### config.mk
export PLATFORM = sky130hd
export DESIGN_NAME = weight_mem_arbiter
export DESIGN_NICKNAME = d
export VERILOG_FILES = /design/src/rtl/weight_mem_arbiter.sv
export SDC_FILE = /design/constraint.sdc
export NUM_CORES = 1
export LEC_CHECK = 0
export CAP_MARGIN = 5
export CORE_ASPECT_RATIO = 2
export CORE_MARGIN = 2
export CORE_UTILIZATION = 30
export DETAILED_ROUTE_END_ITERATION = 10
export DONT_BUFFER_PORTS = 1
export MAX_ROUTING_LAYER = met4
export PLACE_DENSITY = 0.49
export SYNTH_ARGS = -nofsm -noshare
export SYNTH_HDL_FRONTEND = slang
export SYNTH_SLANG_ARGS = --single-unit
### constraint.sdc
create_clock -name clk -period 3.8 [get_ports clk]
set_input_delay 0.19 -clock clk [delete_from_list [all_inputs] [get_ports clk]]
set_output_delay 0.19 -clock clk [all_outputs]
set_load 0.05 [all_outputs]
### src/rtl/weight_mem_arbiter.sv
// Weight memory arbiter: one register array shared by inference reads,
// learning writes and host weight loads, with one access per cycle.
//
// Ports:
//   clk, rst_n                    clock, async active-low reset
//   rd_req, rd_addr               inference read request (pulse)
//   rd_valid, rd_data             read completion pulse, registered data
//   wr_req, wr_addr, wr_data      learning write request (pulse)
//   wr_ack                        write committed pulse
//   cfg_we, cfg_addr, cfg_data    host load request (pulse), top priority
//   cfg_ack                       host load committed pulse
//   busy                          any request pending
//   err                           sticky overrun flag
module weight_mem_arbiter #(
    parameter int ADDR_W = 4,
    parameter int DW     = 8
) (
    input  logic              clk,
    input  logic              rst_n,
    input  logic              rd_req,
    input  logic [ADDR_W-1:0] rd_addr,
    output logic              rd_valid,
    output logic [DW-1:0]     rd_data,
    input  logic              wr_req,
    input  logic [ADDR_W-1:0] wr_addr,
    input  logic [DW-1:0]     wr_data,
    output logic              wr_ack,
    input  logic              cfg_we,
    input  logic [ADDR_W-1:0] cfg_addr,
    input  logic [DW-1:0]     cfg_data,
    output logic              cfg_ack,
    output logic              busy,
    output logic              err
);

    localparam int DEPTH = 1 << ADDR_W;

    typedef enum logic [1:0] {
        S_IDLE,
        S_RD,
        S_WR,
        S_CFG
    } state_t;

    state_t st;
    state_t st_n;

    logic              pend_rd;
    logic              pend_wr;
    logic              pend_cfg;
    logic              last_wr;
    logic [ADDR_W-1:0] rd_a;
    logic [ADDR_W-1:0] wr_a;
    logic [ADDR_W-1:0] cfg_a;
    logic [DW-1:0]     wr_d;
    logic [DW-1:0]     cfg_d;
    logic [DW-1:0]     mem [DEPTH];

    logic g_rd;
    logic g_wr;
    logic g_cfg;
    logic contest;
    logic ovr;

    always_comb begin
        g_cfg   = pend_cfg;
        contest = !pend_cfg && pend_rd && pend_wr;
        g_rd    = !pend_cfg && pend_rd && (!pend_wr || last_wr);
        g_wr    = !pend_cfg && pend_wr && (!pend_rd || !last_wr);
        st_n    = S_IDLE;
        unique case (1'b1)
            g_cfg:   st_n = S_CFG;
            g_rd:    st_n = S_RD;
            g_wr:    st_n = S_WR;
            default: st_n = S_IDLE;
        endcase
        // A pulse arriving while that port still waits is an overrun.
        ovr = (rd_req  && pend_rd  && !g_rd)
            | (wr_req  && pend_wr  && !g_wr)
            | (cfg_we  && pend_cfg && !g_cfg);
    end

    always_ff @(posedge clk or negedge rst_n) begin
        if (!rst_n) begin
            st       <= S_IDLE;
            pend_rd  <= 1'b0;
            pend_wr  <= 1'b0;
            pend_cfg <= 1'b0;
            last_wr  <= 1'b1;
            err      <= 1'b0;
            rd_data  <= '0;
            rd_a     <= '0;
            wr_a     <= '0;
            cfg_a    <= '0;
            wr_d     <= '0;
            cfg_d    <= '0;
            for (int i = 0; i < DEPTH; i++) begin
                mem[i] <= '0;
            end
        end else begin
            st <= st_n;
            if (ovr) begin
                err <= 1'b1;
            end
            // Round-robin bit moves only when rd and wr actually compete.
            if (contest) begin
                last_wr <= g_wr;
            end

            if (rd_req && (!pend_rd || g_rd)) begin
                pend_rd <= 1'b1;
                rd_a    <= rd_addr;
            end else if (g_rd) begin
                pend_rd <= 1'b0;
            end

            if (wr_req && (!pend_wr || g_wr)) begin
                pend_wr <= 1'b1;
                wr_a    <= wr_addr;
                wr_d    <= wr_data;
            end else if (g_wr) begin
                pend_wr <= 1'b0;
            end

            if (cfg_we && (!pend_cfg || g_cfg)) begin
                pend_cfg <= 1'b1;
                cfg_a    <= cfg_addr;
                cfg_d    <= cfg_data;
            end else if (g_cfg) begin
                pend_cfg <= 1'b0;
            end

            if (g_rd) begin
                rd_data <= mem[rd_a];
            end
            if (g_cfg) begin
                mem[cfg_a] <= cfg_d;
            end else if (g_wr) begin
                mem[wr_a] <= wr_d;
            end
        end
    end

    assign rd_valid = (st == S_RD);
    assign wr_ack   = (st == S_WR);
    assign cfg_ack  = (st == S_CFG);
    assign busy     = pend_rd | pend_wr | pend_cfg;

endmodule
### Word-level counts from Yosys, hierarchy flattened

Index checks and enable logic that the tools add are counted.

* bitwise logic cells: 7
* reductions and logical operators: 28
* mux-type cells: 17
* magnitude comparators: 5
* eq/ne operators: 3

Operators with widths (count)
* bitwise mux 128 bit: 2
* 2-to-1 mux 128 bit: 2
* demux 8 bit (select 4 bit): 2
* binary-select mux 8 bit (select 4 bit): 1
* 2-to-1 mux 8 bit: 4
* >= comparator 5 bit (second input constant): 3
* logical AND 1 bit: 15
* NOT 4 -> 5 bit: 3
* less-than comparator 5 x 1 -> 1 bit (second input constant): 2
* zero test 1 bit: 6
* one-hot mux 2 bit (3 select lines): 1
* nonzero test 2 bit: 3
* 2-to-1 mux 1 bit: 5
* equality test 2 bit (second input constant): 2
* logical OR 1 bit: 4
* OR 1 bit: 4
* equality test 2 x 1 -> 1 bit (second input constant): 1

* output and inout bits: 13
* word-level logic and storage cells: 88
* flip-flop bits (word level): 171
* input port bits: 33

### Depth between registers and ports, before layout

* depth after elaboration: 8
* depth in mapped cells: 8
* gate-level depth less buffers: 4

### Worst setup path before layout

Ideal clock, no wire load.

* kind: register to register
* from: register rd_a[0]
* to: register rd_data[0]
* buffers on the path: 2
* required time: 3.659 ns
* period minus slack after synthesis: 1.714 ns
* arrival time: 1.573 ns
* slack: 2.086 ns
* stages on the path, launching flop included: 6
* setup time: 0.141 ns
* cells stage by stage: dfrtp_1 buf_2 buf_2 mux4_2 mux2i_1 o221ai_1

* word-level cells in the longest chain between the ends: 4

RTL lines
* start: declaration: RTL line 52 `logic [ADDR_W-1:0] rd_a;`
* start signal: assignment: RTL line 112 `rd_a <= rd_addr;`
* NOT 4 -> 5 bit (not written as such): RTL line 134 `rd_data <= mem[rd_a];`
* binary-select mux 8 bit (select 4 bit): RTL line 134
* 2-to-1 mux 8 bit (not written as such) (2 in series): RTL line 134
* end signal: assignment: RTL line 134
* end: declaration: RTL line 23 `output logic [DW-1:0] rd_data,`

Every way passes these cells. The select of a mux whose other input is x is not followed.
A chain may end at the register's enable or synchronous reset.

### Worst setup path after layout

* from: register pend_rd
* to: register mem[123] (netlist name)

* word-level cells in the longest chain between the ends: 4

RTL lines
* start: declaration: RTL line 48 `logic pend_rd;`
* start signal: assignment: RTL line 86 `pend_rd <= 1'b0;`
* start signal: assignment: RTL line 111 `pend_rd <= 1'b1;`
* start signal: assignment: RTL line 114 `pend_rd <= 1'b0;`
* zero test 1 bit: RTL line 69 `g_wr = !pend_cfg && pend_wr && (!pend_rd || !last_wr);`
* logical OR 1 bit: RTL line 69
* logical AND 1 bit: RTL line 69
* nonzero test 2 bit (no source line)
* end signal: indexed assignment: RTL line 137 `mem[cfg_a] <= cfg_d;`
* end signal: indexed assignment: RTL line 139 `mem[wr_a] <= wr_d;`
* end: declaration: RTL line 57 `logic [DW-1:0] mem [DEPTH];`

Every way passes these cells.

==> impl_summary.log <==
INFO  metric yosys_warn_count = 0
INFO  metric vias_per_cell = 5.62
INFO  metric final_antenna_net_count = 0
INFO  metric area_growth = 9.51%
INFO  metric grt_max_degree = 172
INFO  metric fin_worst_hold_slack = -0.567 ns
INFO  metric syn-instance-count = 834
INFO  metric latest_clock_arrival_within_the_worst_skew_pair = 0.45 ns
INFO  metric clkTransAtPathRegs = 0.06 ns
INFO  metric grt_remaining_overflow = 0
INFO  metric yosysSeqAreaShare = 0.457
INFO  metric antenna_cells = 0
INFO  metric timing.slew.headroom = 0.219
INFO  metric synth.cell_area = 9370 um^2
INFO  metric total_power = 6.32 mW
INFO  metric global_route_wire_length_before_repair = 45.0 mm
INFO  metric synth.ff_latch_count = 171
INFO  metric irDropWorstVdd = 0.332 mV
INFO  metric numClockSinks = 171
INFO  metric starting_density_of_the_core = 0.305
INFO  metric clock-root-buffer = sky130_fd_sc_hd__clkbuf_16
INFO  metric vertical_extent_of_the_die = 254 um
INFO  metric worstHoldPathType = input pin to async pin
INFO  metric cts-root-to-sink-buffers = 2
INFO  metric cts_tree = yes
INFO  metric worstPathArrival = 2.74 ns
INFO  metric fmax = 420 MHz
INFO  metric placement.io_buffers = 0
INFO  metric numnets_final = 833
INFO  metric tritoncts.num_buffers = 17
INFO  metric cellLeakagePower = 3.77 nW
INFO  metric worstPathRequired = 4.17 ns
INFO  metric clock_tree.htree_level_count = 4
INFO  metric via_count = 6645
INFO  metric detail_route.first_pass.iterations = 5
INFO  metric final-hold-violation-count = 171
INFO  metric timing.max_cap.violations = 0
INFO  metric start_kind = register
INFO  metric rsz0062_at_grt = no
INFO  metric postSynthNetCount = 867
INFO  metric syn_area_per_cell = 11.2 um^2
INFO  metric power_density = 616 nW/um^2
INFO  metric track_usage = 0.197
INFO  metric slew_worst_pin = 1.17 ns
INFO  metric dieArea = 32700 um^2
INFO  metric std_cell_rows = 91
INFO  metric final_common_cell = sky130_fd_sc_hd__dfrtp_1
INFO  metric drtIter0Drc = 465
INFO  metric detail_route.wl_per_cell = 25.4 um
INFO  metric antenna_found_initial = 0
INFO  metric fp.dieW = 129 um
INFO  metric drive_gt1_frac = 0.166
INFO  metric post-cts-setup-buffer-count = 0
INFO  metric place_congestion = 0.822
INFO  metric multiInputGateArea = 4540 um^2
INFO  metric failing_checks = negative hold slack
INFO  metric timing.final.crit_period = 2.38 ns
INFO  metric hpwlAfterDp = 20.5 mm
INFO  metric via_count_of_the_first_global_routing_pass = 6798
INFO  metric drt_wl_total = 30.0 mm
INFO  metric most-common-layout-cells = 169 x sky130_fd_sc_hd__dfrtp_1, 140 x sky130_fd_sc_hd__nand2_1, 128 x sky130_fd_sc_hd__a22oi_1, 118 x sky130_fd_sc_hd__o21ai_1, 32 x sky130_fd_sc_hd__mux4_2
INFO  metric period_share = 0.626
INFO  metric io_count = 46
INFO  metric cts-hold-fix-buffers = 31
INFO  metric placeableCoreArea = 30700 um^2
INFO  metric setup_viol = 0
INFO  metric number_of_unique_standard_cell_types_used_by_synthesis = 40
INFO  metric seqCellArea = 4280 um^2
INFO  metric final.setup_skew = 0.00684 ns
INFO  metric run_status = finished with violations
INFO  metric crit_path_end_kind = register
INFO  metric drc_errors = 0
INFO  metric fillCellCount = 3155
INFO  metric worst-setup-path-type = register to register
INFO  metric finalSetupTns = 0 ns
INFO  metric cts.repair.resized = 0
INFO  metric timing.critical_path.fanout_max = 17
INFO  metric slew_viol_final = 0
==> final timing paths <==
check	from	to	slack, ns	cells past startpoint
max in group asynchronous	rst_n	g_cfg$_DFF_PN0_	3.87	0
worst min-delay path	rst_n	mem[88]$_DFFE_PN0P_	-0.57	0
worst min register to register	mem[94]$_DFFE_PN0P_	mem[94]$_DFFE_PN0P_	0.48	2
worst max register to register	pend_rd$_DFFE_PN0P_	mem[123]$_DFFE_PN0P_	1.42	4
min in group clk	rd_req	rd_a[1]$_DFFE_PN0P_	0.18	2
worst max-delay path	pend_rd$_DFFE_PN0P_	mem[123]$_DFFE_PN0P_	1.42	4
==> cells in the mapped netlist (all sizes together) <==
cell type,n,share of area
or3,1,0.00067
and2,9,0.0060
mux4,32,0.077
nand2b,1,0.00067
a22oi,128,0.10
mux2i,16,0.017
dfrtp,170,0.45
a21o,4,0.0032
a311o,1,0.0011
and4,2,0.0019
clkbuf,45,0.019
xnor2,1,0.00094
nor2,1,0.00040
nand3b,1,0.00080
nand4b,1,0.00094
dfstp,1,0.0028
mux2,28,0.034
nor4,2,0.0045
inv,1,0.00040
o21ai,128,0.072
nor2b,11,0.0073
buf,55,0.040
o221ai,8,0.0075
and4b,8,0.0085
or2,1,0.00067
and4bb,9,0.012
nand2,141,0.057
a32oi,16,0.042
nor4b,8,0.020
a21bo,1,0.0011
nor4bb,3,0.0032
==> power breakdown <==
group	internal (mW)	leakage (nW)	total [mW]	switching (mW)
Sequential	2.18	2.28	2.71	0.530
Combinational	0.765	1.22	1.94	1.18
Clock	0.934	0.264	1.66	0.728
Total	3.88	3.77	6.32	2.44
==> through the flow <==
stage / utilization / hold WS, ns / std cells / worst slack, ns / area [um^2]
2_1_floorplan: - / -0.106 / 834 / 2.09 / 9370
3_3_place_gp: 0.306 / -0.100 / 1122 / 1.41 / 9410
3_5_place_dp: 0.306 / -0.0996 / 1122 / 1.43 / 9410
4_1_cts: 0.334 / -0.585 / 1183 / 1.41 / 10300
5_1_grt: 0.334 / -0.585 / 1183 / 1.27 / 10300
6_report: 0.334 / -0.567 / 1183 / 1.42 / 10300
==> layout make-up <==
cell class / instances / area share
repair buffers: 47 / 0.0420
flip-flops and latches: 171 / 0.417
inverters: 1 / 0.000366
multi-input cells: 562 / 0.443
clock inverters: 1 / 0.000488
well taps: 372 / 0.0454
clock buffers: 29 / 0.0517
==> flip-flops by register name, summed over array words and instances (netlist names), 2 cells and up <==
register / cells
wr_a: 4
mem: 128
wr_d: 8
st: 2
rd_a: 4
rd_data: 8
cfg_d: 8
cfg_a: 4
==> layer usage <==
| layer | up-vias | global-route usage | share of wire |
|---|---|---|---|
| li1 | 3059 | - | - |
| met1 | 3341 | 0.210 | 0.36 |
| met2 | 188 | 0.342 | 0.54 |
| met3 | 57 | 0.0242 | 0.036 |
| met4 | 0 | 0.120 | 0.058 |
| met5 | - | - | 0 |
==> cell families (layout without fill, tap and decap cells) <==
family	count (synthesis)	after routing	share of synthesized area
and+or+nand+nor	199	199	0.125
xor gates and xnor gates	1	1	0.000935
muxes	76	76	0.128
buffers and inverters	101	78	0.0596
AOI/OAI and AO/OA	286	286	0.230
DFF	171	171	0.457
==> worst max-delay path: stages (launching register included) <==
cell	delay, ns
sky130_fd_sc_hd__dfrtp_1	0.53
sky130_fd_sc_hd__nand2_2	0.60
sky130_fd_sc_hd__a32oi_2	0.91
sky130_fd_sc_hd__nand2_1	0.13
sky130_fd_sc_hd__o21ai_1	0.11
Note: power is estimated with default switching activity, not from simulation.
